**config.mk**
```make
export PLATFORM = sky130hd
export DESIGN_NAME = mc_processor
export DESIGN_NICKNAME = d
export VERILOG_FILES = /design/src/rtl/mc_processor.sv
export SDC_FILE = /design/constraint.sdc
export NUM_CORES = 2
export LEC_CHECK = 0
export BUFFER_PORTS_ARGS = -buffer_cell sky130_fd_sc_hd__buf_2
export CAP_MARGIN = 30
export CORE_AREA = 2 2 359 627
export CTS_CLUSTER_DIAMETER = 30
export DETAILED_ROUTE_END_ITERATION = 8
export DIE_AREA = 0 0 361 629
export PLACE_DENSITY_LB_ADDON = 0.2
export SYNTH_ARGS = -nofsm -noshare
export SYNTH_HDL_FRONTEND = slang
export SYNTH_SLANG_ARGS = --single-unit
```
**constraint.sdc**
```tcl
create_clock -name clk -period 6.3 [get_ports clk]
set_input_delay 1.26 -clock clk [delete_from_list [all_inputs] [get_ports clk]]
set_output_delay 1.26 -clock clk [all_outputs]
set_load 0.03 [all_outputs]
```
**src/rtl/mc_processor.sv**
```systemverilog
// Multi-cycle MIPS-subset core: IDLE/DECODE/EXEC/MEM/WB with local register file and data memory.
// Optional build macro PROC_ILLEGAL_TRAP_EN: unsupported encodings trap (sticky illegal, core parks) instead of retiring as NOPs.
module mc_processor #(
  parameter int DATA_W     = 32,
  parameter int NREGS      = 32,
  parameter int DMEM_DEPTH = 64
) (
  input  logic              clk,
  input  logic              reset,
  input  logic [31:0]       Inst,
  input  logic              inst_valid,
  output logic              inst_ready,
  output logic              isZero,
  output logic [DATA_W-1:0] WD,
  output logic              retire,
  output logic              illegal
);

  localparam int RIDX_W = $clog2(NREGS);
  localparam int ADDR_W = $clog2(DMEM_DEPTH);

  localparam logic [5:0] OP_RTYPE = 6'h00;
  localparam logic [5:0] OP_ADDI  = 6'h08;
  localparam logic [5:0] OP_LW    = 6'h23;
  localparam logic [5:0] OP_SW    = 6'h2B;
  localparam logic [5:0] OP_BEQ   = 6'h04;
  localparam logic [5:0] FN_ADD   = 6'h20;
  localparam logic [5:0] FN_SUB   = 6'h22;
  localparam logic [5:0] FN_AND   = 6'h24;
  localparam logic [5:0] FN_OR    = 6'h25;
  localparam logic [5:0] FN_SLT   = 6'h2A;

  typedef enum logic [2:0] {IDLE = 3'd0, DECODE = 3'd1, EXEC = 3'd2, MEM = 3'd3, WB = 3'd4} state_t;
  typedef enum logic [2:0] {ALU_ADD = 3'd0, ALU_SUB = 3'd1, ALU_AND = 3'd2, ALU_OR = 3'd3, ALU_SLT = 3'd4} aluOp_t;

  state_t            state_r, nextState_s;
  aluOp_t            aluOp_s;
  logic [31:0]       instReg_r;
  logic [DATA_W-1:0] aReg_r, bReg_r, aluReg_r, mdrReg_r, wdReg_r;
  logic [DATA_W-1:0] regFile_r [NREGS];
  logic [DATA_W-1:0] dmem_r [DMEM_DEPTH];
  logic              zeroReg_r, retireReg_r, retireNext_s, legal_s;
  logic [DATA_W-1:0] immExt_s, bOperand_s, aluRes_s, wbData_s;
  logic [RIDX_W-1:0] rsIdx_s, rtIdx_s, rdIdx_s, destIdx_s;
  logic [ADDR_W-1:0] memIdx_s;
  logic [5:0]        opcode_s, funct_s;
  logic              isRType_s, isLw_s, isSw_s, isBeq_s;

  assign opcode_s  = instReg_r[31:26];
  assign funct_s   = instReg_r[5:0];
  assign rsIdx_s   = instReg_r[21 +: RIDX_W];
  assign rtIdx_s   = instReg_r[16 +: RIDX_W];
  assign rdIdx_s   = instReg_r[11 +: RIDX_W];
  assign immExt_s  = DATA_W'($signed(instReg_r[15:0]));
  assign isRType_s = (opcode_s == OP_RTYPE);
  assign isLw_s    = (opcode_s == OP_LW);
  assign isSw_s    = (opcode_s == OP_SW);
  assign isBeq_s   = (opcode_s == OP_BEQ);
  assign destIdx_s = isRType_s ? rdIdx_s : rtIdx_s;
  assign memIdx_s  = aluReg_r[ADDR_W+1:2];
  assign wbData_s  = isLw_s ? mdrReg_r : aluReg_r;

  assign isZero = zeroReg_r;
  assign WD     = wdReg_r;
  assign retire = retireReg_r;

  // Instruction decode: ALU operation and legality of the latched encoding
  always_comb begin
    legal_s = 1'b1;
    aluOp_s = ALU_ADD;
    case (opcode_s)
      OP_RTYPE: begin
        case (funct_s)
          FN_ADD:  aluOp_s = ALU_ADD;
          FN_SUB:  aluOp_s = ALU_SUB;
          FN_AND:  aluOp_s = ALU_AND;
          FN_OR:   aluOp_s = ALU_OR;
          FN_SLT:  aluOp_s = ALU_SLT;
          default: legal_s = 1'b0;
        endcase
      end
      OP_ADDI, OP_LW, OP_SW: aluOp_s = ALU_ADD;
      OP_BEQ:                aluOp_s = ALU_SUB;
      default:               legal_s = 1'b0;
    endcase
  end

  // ALU: second operand is B for R-type/beq, sign-extended immediate otherwise
  always_comb begin
    if (isRType_s || isBeq_s) begin
      bOperand_s = bReg_r;
    end else begin
      bOperand_s = immExt_s;
    end
    case (aluOp_s)
      ALU_ADD: aluRes_s = aReg_r + bOperand_s;
      ALU_SUB: aluRes_s = aReg_r - bOperand_s;
      ALU_AND: aluRes_s = aReg_r & bOperand_s;
      ALU_OR:  aluRes_s = aReg_r | bOperand_s;
      ALU_SLT: aluRes_s = ($signed(aReg_r) < $signed(bOperand_s)) ? DATA_W'(1'b1) : {DATA_W{1'b0}};
      default: aluRes_s = {DATA_W{1'b0}};
    endcase
  end

`ifdef PROC_ILLEGAL_TRAP_EN
  logic trapSet_s;
  logic illegalReg_r;

  // Sticky trap flag; only reset releases the parked core
  always_ff @(posedge clk or negedge reset) begin
    if (!reset) begin
      illegalReg_r <= 1'b0;
    end else if (trapSet_s) begin
      illegalReg_r <= 1'b1;
    end
  end

  assign illegal    = illegalReg_r;
  assign inst_ready = (state_r == IDLE) && !illegalReg_r;
`else
  assign illegal    = 1'b0;
  assign inst_ready = (state_r == IDLE);
`endif

  // FSM state register
  always_ff @(posedge clk or negedge reset) begin
    if (!reset) begin
      state_r <= IDLE;
    end else begin
      state_r <= nextState_s;
    end
  end

  // FSM next state; retire is flagged on the edge that returns to IDLE
  always_comb begin
    nextState_s  = state_r;
    retireNext_s = 1'b0;
`ifdef PROC_ILLEGAL_TRAP_EN
    trapSet_s    = 1'b0;
`endif
    case (state_r)
      IDLE: begin
        if (inst_valid && inst_ready) begin
          nextState_s = DECODE;
        end else begin
          nextState_s = IDLE;
        end
      end
      DECODE: begin
        if (legal_s) begin
          nextState_s = EXEC;
        end else begin
          nextState_s = IDLE;
`ifdef PROC_ILLEGAL_TRAP_EN
          trapSet_s    = 1'b1;
`else
          retireNext_s = 1'b1;
`endif
        end
      end
      EXEC: begin
        if (isBeq_s) begin
          nextState_s  = IDLE;
          retireNext_s = 1'b1;
        end else if (isLw_s || isSw_s) begin
          nextState_s = MEM;
        end else begin
          nextState_s = WB;
        end
      end
      MEM: begin
        if (isLw_s) begin
          nextState_s = WB;
        end else begin
          nextState_s  = IDLE;
          retireNext_s = 1'b1;
        end
      end
      WB: begin
        nextState_s  = IDLE;
        retireNext_s = 1'b1;
      end
      default: nextState_s = IDLE;
    endcase
  end

  // Datapath registers and register file; reset abandons any in-flight instruction
  always_ff @(posedge clk or negedge reset) begin
    if (!reset) begin
      instReg_r   <= 32'h0000_0000;
      aReg_r      <= {DATA_W{1'b0}};
      bReg_r      <= {DATA_W{1'b0}};
      aluReg_r    <= {DATA_W{1'b0}};
      mdrReg_r    <= {DATA_W{1'b0}};
      wdReg_r     <= {DATA_W{1'b0}};
      zeroReg_r   <= 1'b0;
      retireReg_r <= 1'b0;
      for (int i = 0; i < NREGS; i++) begin
        regFile_r[i] <= {DATA_W{1'b0}};
      end
    end else begin
      retireReg_r <= retireNext_s;
      case (state_r)
        IDLE: begin
          if (inst_valid && inst_ready) instReg_r <= Inst;
        end
        DECODE: begin
          aReg_r <= regFile_r[rsIdx_s];
          bReg_r <= regFile_r[rtIdx_s];
        end
        EXEC: begin
          aluReg_r  <= aluRes_s;
          zeroReg_r <= (aluRes_s == {DATA_W{1'b0}});
        end
        MEM: begin
          if (isLw_s) mdrReg_r <= dmem_r[memIdx_s];
        end
        WB: begin
          wdReg_r <= wbData_s;
          if (destIdx_s != {RIDX_W{1'b0}}) regFile_r[destIdx_s] <= wbData_s;
        end
        default: ;
      endcase
    end
  end

  // Data memory has no reset; stores commit in MEM
  always_ff @(posedge clk) begin
    if (state_r == MEM && isSw_s) begin
      dmem_r[memIdx_s] <= bReg_r;
    end
  end

endmodule

```
# After elaboration in Yosys (flattened, before gate mapping)
# Memories as Yosys holds them, arrays and structs flattened. A register that Yosys moved wholly into a read port is not among the register bits.
# Index checks and enable logic that the tools add are counted.
[classes]
magnitude_cmp = 5
div = 0
n_reduce_logical = 16
n_eq_ne = 17
shift = 0
n_mux = 30
addsub = 2
n_mul = 0
n_bitwise = 5
[ops]
columns = ["op", "n"]
rows = [
  ["$bwmux 1024", 1],
  ["$bmux 32 s5", 2],
  ["$mux 32", 7],
  ["$demux 32 s5", 1],
  ["$pmux 32 s5", 1],
  ["$eq 6x6->1 const B", 7],
  ["$add 32x32->32", 1],
  ["$and 32x32->32", 1],
  ["$logic_not 32->1", 1],
  ["$lt 32x32->1", 1],
  ["$or 32x32->32", 1],
  ["$sub 32x32->32", 1],
  ["$pmux 3 s4", 2],
  ["$ge 6x6->1 const B", 3],
  ["$not 5->6", 3],
  ["$eq 3x2->1 const B", 4],
  ["$mux 3", 3],
  ["$mux 1", 8],
  ["$eq 3x1->1 const B", 2],
  ["$eq 3x3->1 const B", 2],
  ["$eq 6x3->1 const B", 1],
  ["$eq 6x4->1 const B", 1],
  ["$logic_not 3->1", 2],
  ["$logic_not 6->1", 1],
  ["13 further kinds", 18],
]
[totals]
mem_count = 1
latch_bits = 0
inputBits = 35
out_inout_bits = 36
romBits = 0
ram_bits = 2048
wordCells = 116
ff_bits = 1189
[mem_list]
columns = ["name", "words", "word_bits", "read_ports", "rd_ports_with_merged_regs", "wr", "line_no", "text"]
rows = [
  ["dmem_r", 64, 32, 1, 1, 1, "41", "logic [DATA_W-1:0] dmem_r [DMEM_DEPTH];"],
]

# Longest topological paths before layout
[logic_depth]
word_depth = 8
depth_mapped = 21

# Least setup slack after synthesis
# No wires, ideal clock.
[synth_path]
kind = "register to register"
startpoint = "reg instReg_r[0]"
endpoint = "reg zeroReg_r (netlist: isZero)"
arrival_ns = 4.508
setup_slack_ns = 1.715
t_required_ns = 6.223
stages_incl_launch_ff = 22
cell_sequence = "dfrtp_1 buf_2 buf_1 clkbuf_1 buf_2 buf_1 nand2_1 nand2_1 ha_1 inv_1 fa_1 nor2b_1 o21ai_2 nand4_1 a2111o_1 a21o_1 a211oi_1 a21oi_1 nor4_1 and4_1 o2111ai_1 o21ai_1"
[synth_between]
elab_chain_cells = 6
word_cells_on_any_way = 20
[synth_rtl]
columns = ["element", "line_no", "text"]
rows = [
  ["start, declared", "38", "logic [31:0] instReg_r;"],
  ["start signal, assigned", "205", "if (inst_valid && inst_ready) instReg_r <= Inst;"],
  ["branches (longest 4 deep; another with $lt 32x32->1)", "-", ""],
  ["$pmux 32 s5 *", "95", "case (aluOp_s)"],
  ["$logic_not 32->1 *", "213", "zeroReg_r <= (aluRes_s == {DATA_W{1'b0}});"],
  ["end signal, assigned", "213", ""],
  ["end, declared", "42", "logic zeroReg_r, retireReg_r, retireNext_s, legal_s;"],
]
# Every way passes the cells marked *.
# A chain may end at the register's enable or synchronous reset.

# Worst setup path after layout
[layout_path]
startpoint = "reg instReg_r[26]"
endpoint = "reg zeroReg_r (netlist: isZero)"
[layout_between]
elab_chain_cells = 7
word_cells_on_any_way = 18
[layout_rtl]
columns = ["element", "line_no", "text"]
rows = [
  ["$eq 6x3->1 or $logic_not 6->1 (tied branches)", "58, 71, 55", ""],
  ["$logic_or 1x1->1", "90", "if (isRType_s || isBeq_s) begin"],
  ["$mux 32", "90", ""],
  ["$lt 32x32->1", "100", "ALU_SLT: aluRes_s = ($signed(aReg_r) < $signed(bOperand_s)) ? DATA_W'(1'b1) : {DATA_W{1'b0}};"],
  ["$mux 1", "100", ""],
  ["$pmux 32 s5 *", "95", ""],
  ["$logic_not 32->1 *", "213", ""],
]
# Mark *: on every way between the ends. The rest lies on a longest branch, timed or not.

==> results.cfg <==
[outcome]
outcome = finished, final reports clean

[clock_network]
cts_buffers = 404
cts_resized = 0
h-tree-depth = 5
clk_pin_slew_ns = 0.06
clock_sinks = 3269
tritoncts = built
clk_latency_ns = 0.95
clock_path_buffers = 4
cts-root-buf = clkbuf_16
postCtsHoldBufs = 0
postCtsSetupRepairBufs = 0

[routing]
wl_met1_mm = 140
dr_total_vias = 91100
firstDrtPassIters = 6
route.detailed.drc = 0
vias_per_cell = 7.04
wl_met3_mm = 35.6
wirelength_mm = 419
met2WireLength_mm = 215
ant_nets = 0
dr.first_iter.drc_count = 11000
routedWlPerCell_um = 32.4
routed.top_layer = met5

[power_and_ir_drop]
power-per-cell-area_mw_per_mm2 = 424
leakage_nw = 57.7
p_sw_share_pct = 34.4
power_mw = 67.0
seqPwrFrac_pct = 38.5
clock_power_share_pct = 35.3
combinationalPowerShare_pct = 26.2
power_switching_mw = 23.0
max-vdd-ir-drop_uv = 407
p_int_mw = 43.9

[yosys]
synth_seq_area_share_pct = 66.2
synth_flop_cell = edfxtp_1
synth_cell_types = 98
ys_ff_latch = 3269
synth_cells = 9785
yosys-top-cells-area = edfxtp_1 44%, dfrtp_1 22%, mux4_2 10%
syn_area_per_cell_um2 = 14.2
yosysTopAreaCell = edfxtp_1
synth_warnings = 0
netlist_area_mm2 = 0.139
netlist.area_leader.share_pct = 44.3
synth_nets = 9929
async_reset_ff_share_pct = 37.4
synth_edf_count = 2048

[critical_path]
worstPathRequired_ns = 7.12
r2r_setup_slack_ns = 0.71
slowest_stage = o21ai_0
critPathCaptureType = register
rr_worst_depth = 16
timing.critical_path.cells = nor3_4, nand2_1, and2_1, buf_4, a21o_1, ha_1, o21ai_0, nand3_1, a221oi_1, nand3_1, nor4_1, nand4_1, nor4_1, and4_1, o2111ai_1, o21ai_1
path_class = reg -> reg
path_depth = 16
cp.arrival_ns = 6.41
cp-start-kind = register
worstPathMaxFanout = 13
cpLargestDelayFamily = simple AND/OR/NAND/NOR gates
cp.buffers_inverters = 1
critPathMaxStageDelay_ns = 0.83

[placement]
place_area_mm2 = 0.144
io_buffers = 69
hpwl_mm = 249
finalWeightedCongestion = 0.935

[layout]
drive_above_1_share_pct = 19.7
syn2layout_area_growth_pct = 13.6
nFillCells = 14000
design_area_mm2 = 0.158
fin_nets = 9845
fin_util_pct = 71.1

[global_route]
grtUsageTotal_pct = 37.2
grt_antenna_before_repair = 14
grt_pass1_vias = 93300
grt_overflow = 0
grt_start_max_net_pins = 163
grt_pass1_wl_mm = 617

[floorplan]
num_rows = 229
io_pins = 71
die_area_mm2 = 0.227
start_util_pct = 62.6
die-width_um = 361
fp.coreArea_mm2 = 0.222
die_y_um = 629

[sta]
maxSlewHeadroom_pct = 25.8
setup_tns_ns = 0
period_needed_ns = 5.59
hold_slack_ns = 0.286
fin_crit_sh_pct = 88.7
fmax_mhz = 179
worstMarginPinSlew_ns = 1.11
slew_viol_final = 0
setup_viol = 0
skew_ns = 0.0681
finalHoldViolCount = 0
rsz0062_at_grt = no

[hold_path]
min_path_type = in -> async

[job]
cap_violations = 0
path summary, 6_finish.rpt:
check | from | to
worst max-delay path | instReg_r[26] | isZero
worst min-delay path | reset | regFile_r[700]
worst max register to register | instReg_r[26] | isZero
worst min register to register | regFile_r[995] | regFile_r[995]
max in group asynchronous | reset | regFile_r[384]
min in group clk | regFile_r[995] | regFile_r[995]
metal layers:
layer  vias to the layer above  track usage [%]
met5                         -                0
met4                        10             22.4
met3                      1456             5.86
met2                      5478             63.8
met1                     46200             44.3
li1                      37900                -
sequential cells by signal, indices dropped and copies added (netlist names), 3 cells and up:
| signal | cells |
|---|---|
| dmem_r | 2048 |
| instReg_r | 32 |
| aReg_r | 32 |
| state_r | 3 |
| bReg_r | 32 |
| regFile_r | 1024 |
| mdrReg_r | 32 |
| WD | 32 |
| aluReg_r | 32 |
layout make-up:
| type | instances | area [um2] | area share (%) |
|---|---|---|---|
| Antenna cell | 4 | 10.0 | 0.00634 |
| Clock buffer | 443 | 10400 | 6.60 |
| Clock inverter | 302 | 3470 | 2.19 |
| Inverter | 106 | 398 | 0.252 |
| Multi-Input combinational cell | 5561 | 44300 | 28.1 |
| Sequential cell | 3269 | 92100 | 58.4 |
| Tap cell | 2887 | 3610 | 2.29 |
| Timing Repair Buffer | 359 | 3540 | 2.24 |
stage by stage:
stage / std cells / setup slack [ns]
2_1_floorplan: 9785 / 1.72
3_3_place_gp: 12200 / 0.800
3_5_place_dp: 12200 / 0.743
4_1_cts: 12900 / 0.725
5_1_grt: 12900 / 0.520
6_report: 12900 / 0.713
cell families (layout without fill, tap and decap cells):
logic type               after synthesis  in the layout  synth area share, %
adder cells (fa/ha/maj)              109            109                0.992
multiplexers                         756            756                 11.3
XOR/XNOR                              10             10               0.0630
AO/OA/AOI/OAI                       2725           2725                 12.7
other                                  1              5              0.00270
flip-flops                          3269           3269                 66.2
buffers and inverters                955           1210                 2.66
AND/OR/NAND/NOR                     1960           1960                 6.03
cell usage in the layout (no fill, tap or decap), types with 68 or more instances in the layout:
master	instances
a221oi_1	163
clkbuf_16	408
edfxtp_1	2048
a21oi_1	671
o21ai_0	618
nand2_1	784
buf_2	68
buf_4	214
ha_1	107
a22o_1	157
a31oi_1	132
nor2_1	702
a22oi_1	766
nor2_4	82
inv_1	102
mux4_2	646
nand4_1	195
inv_6	69
dfrtp_1	1175
synthesized netlist by cell type (11+ instances only):
cell and number:
a211oi_1 22, a21o_1 35, a21oi_1 671, a221oi_1 163
a22o_1 157, a22oi_1 766, a31oi_1 132, and2_1 12
buf_1 107, buf_2 51, clkbuf_1 680, dfrtp_1 1221
edfxtp_1 2048, ha_1 107, inv_1 102, mux2_2 35
mux2i_1 74, mux4_2 646, nand2_1 801, nand2b_1 15
nand3_1 21, nand4_1 195, nor2_1 786, nor2b_1 13
nor3_1 31, nor3b_1 11, nor4_1 14, o211ai_1 23
o21ai_0 618, o22ai_1 12, o31ai_1 24
power by group through the flow:
stage,Clock (mW),Combinational [mW],Sequential [mW]
2_1_floorplan,0,10.1,26.3
3_3_place_gp,0,16.8,26.2
3_5_place_dp,0,17.1,26.2
4_1_cts,23.7,17.2,25.8
5_1_grt,24.6,18.6,25.9
6_report,23.6,17.6,25.8
(Power assumes the default switching activity.)
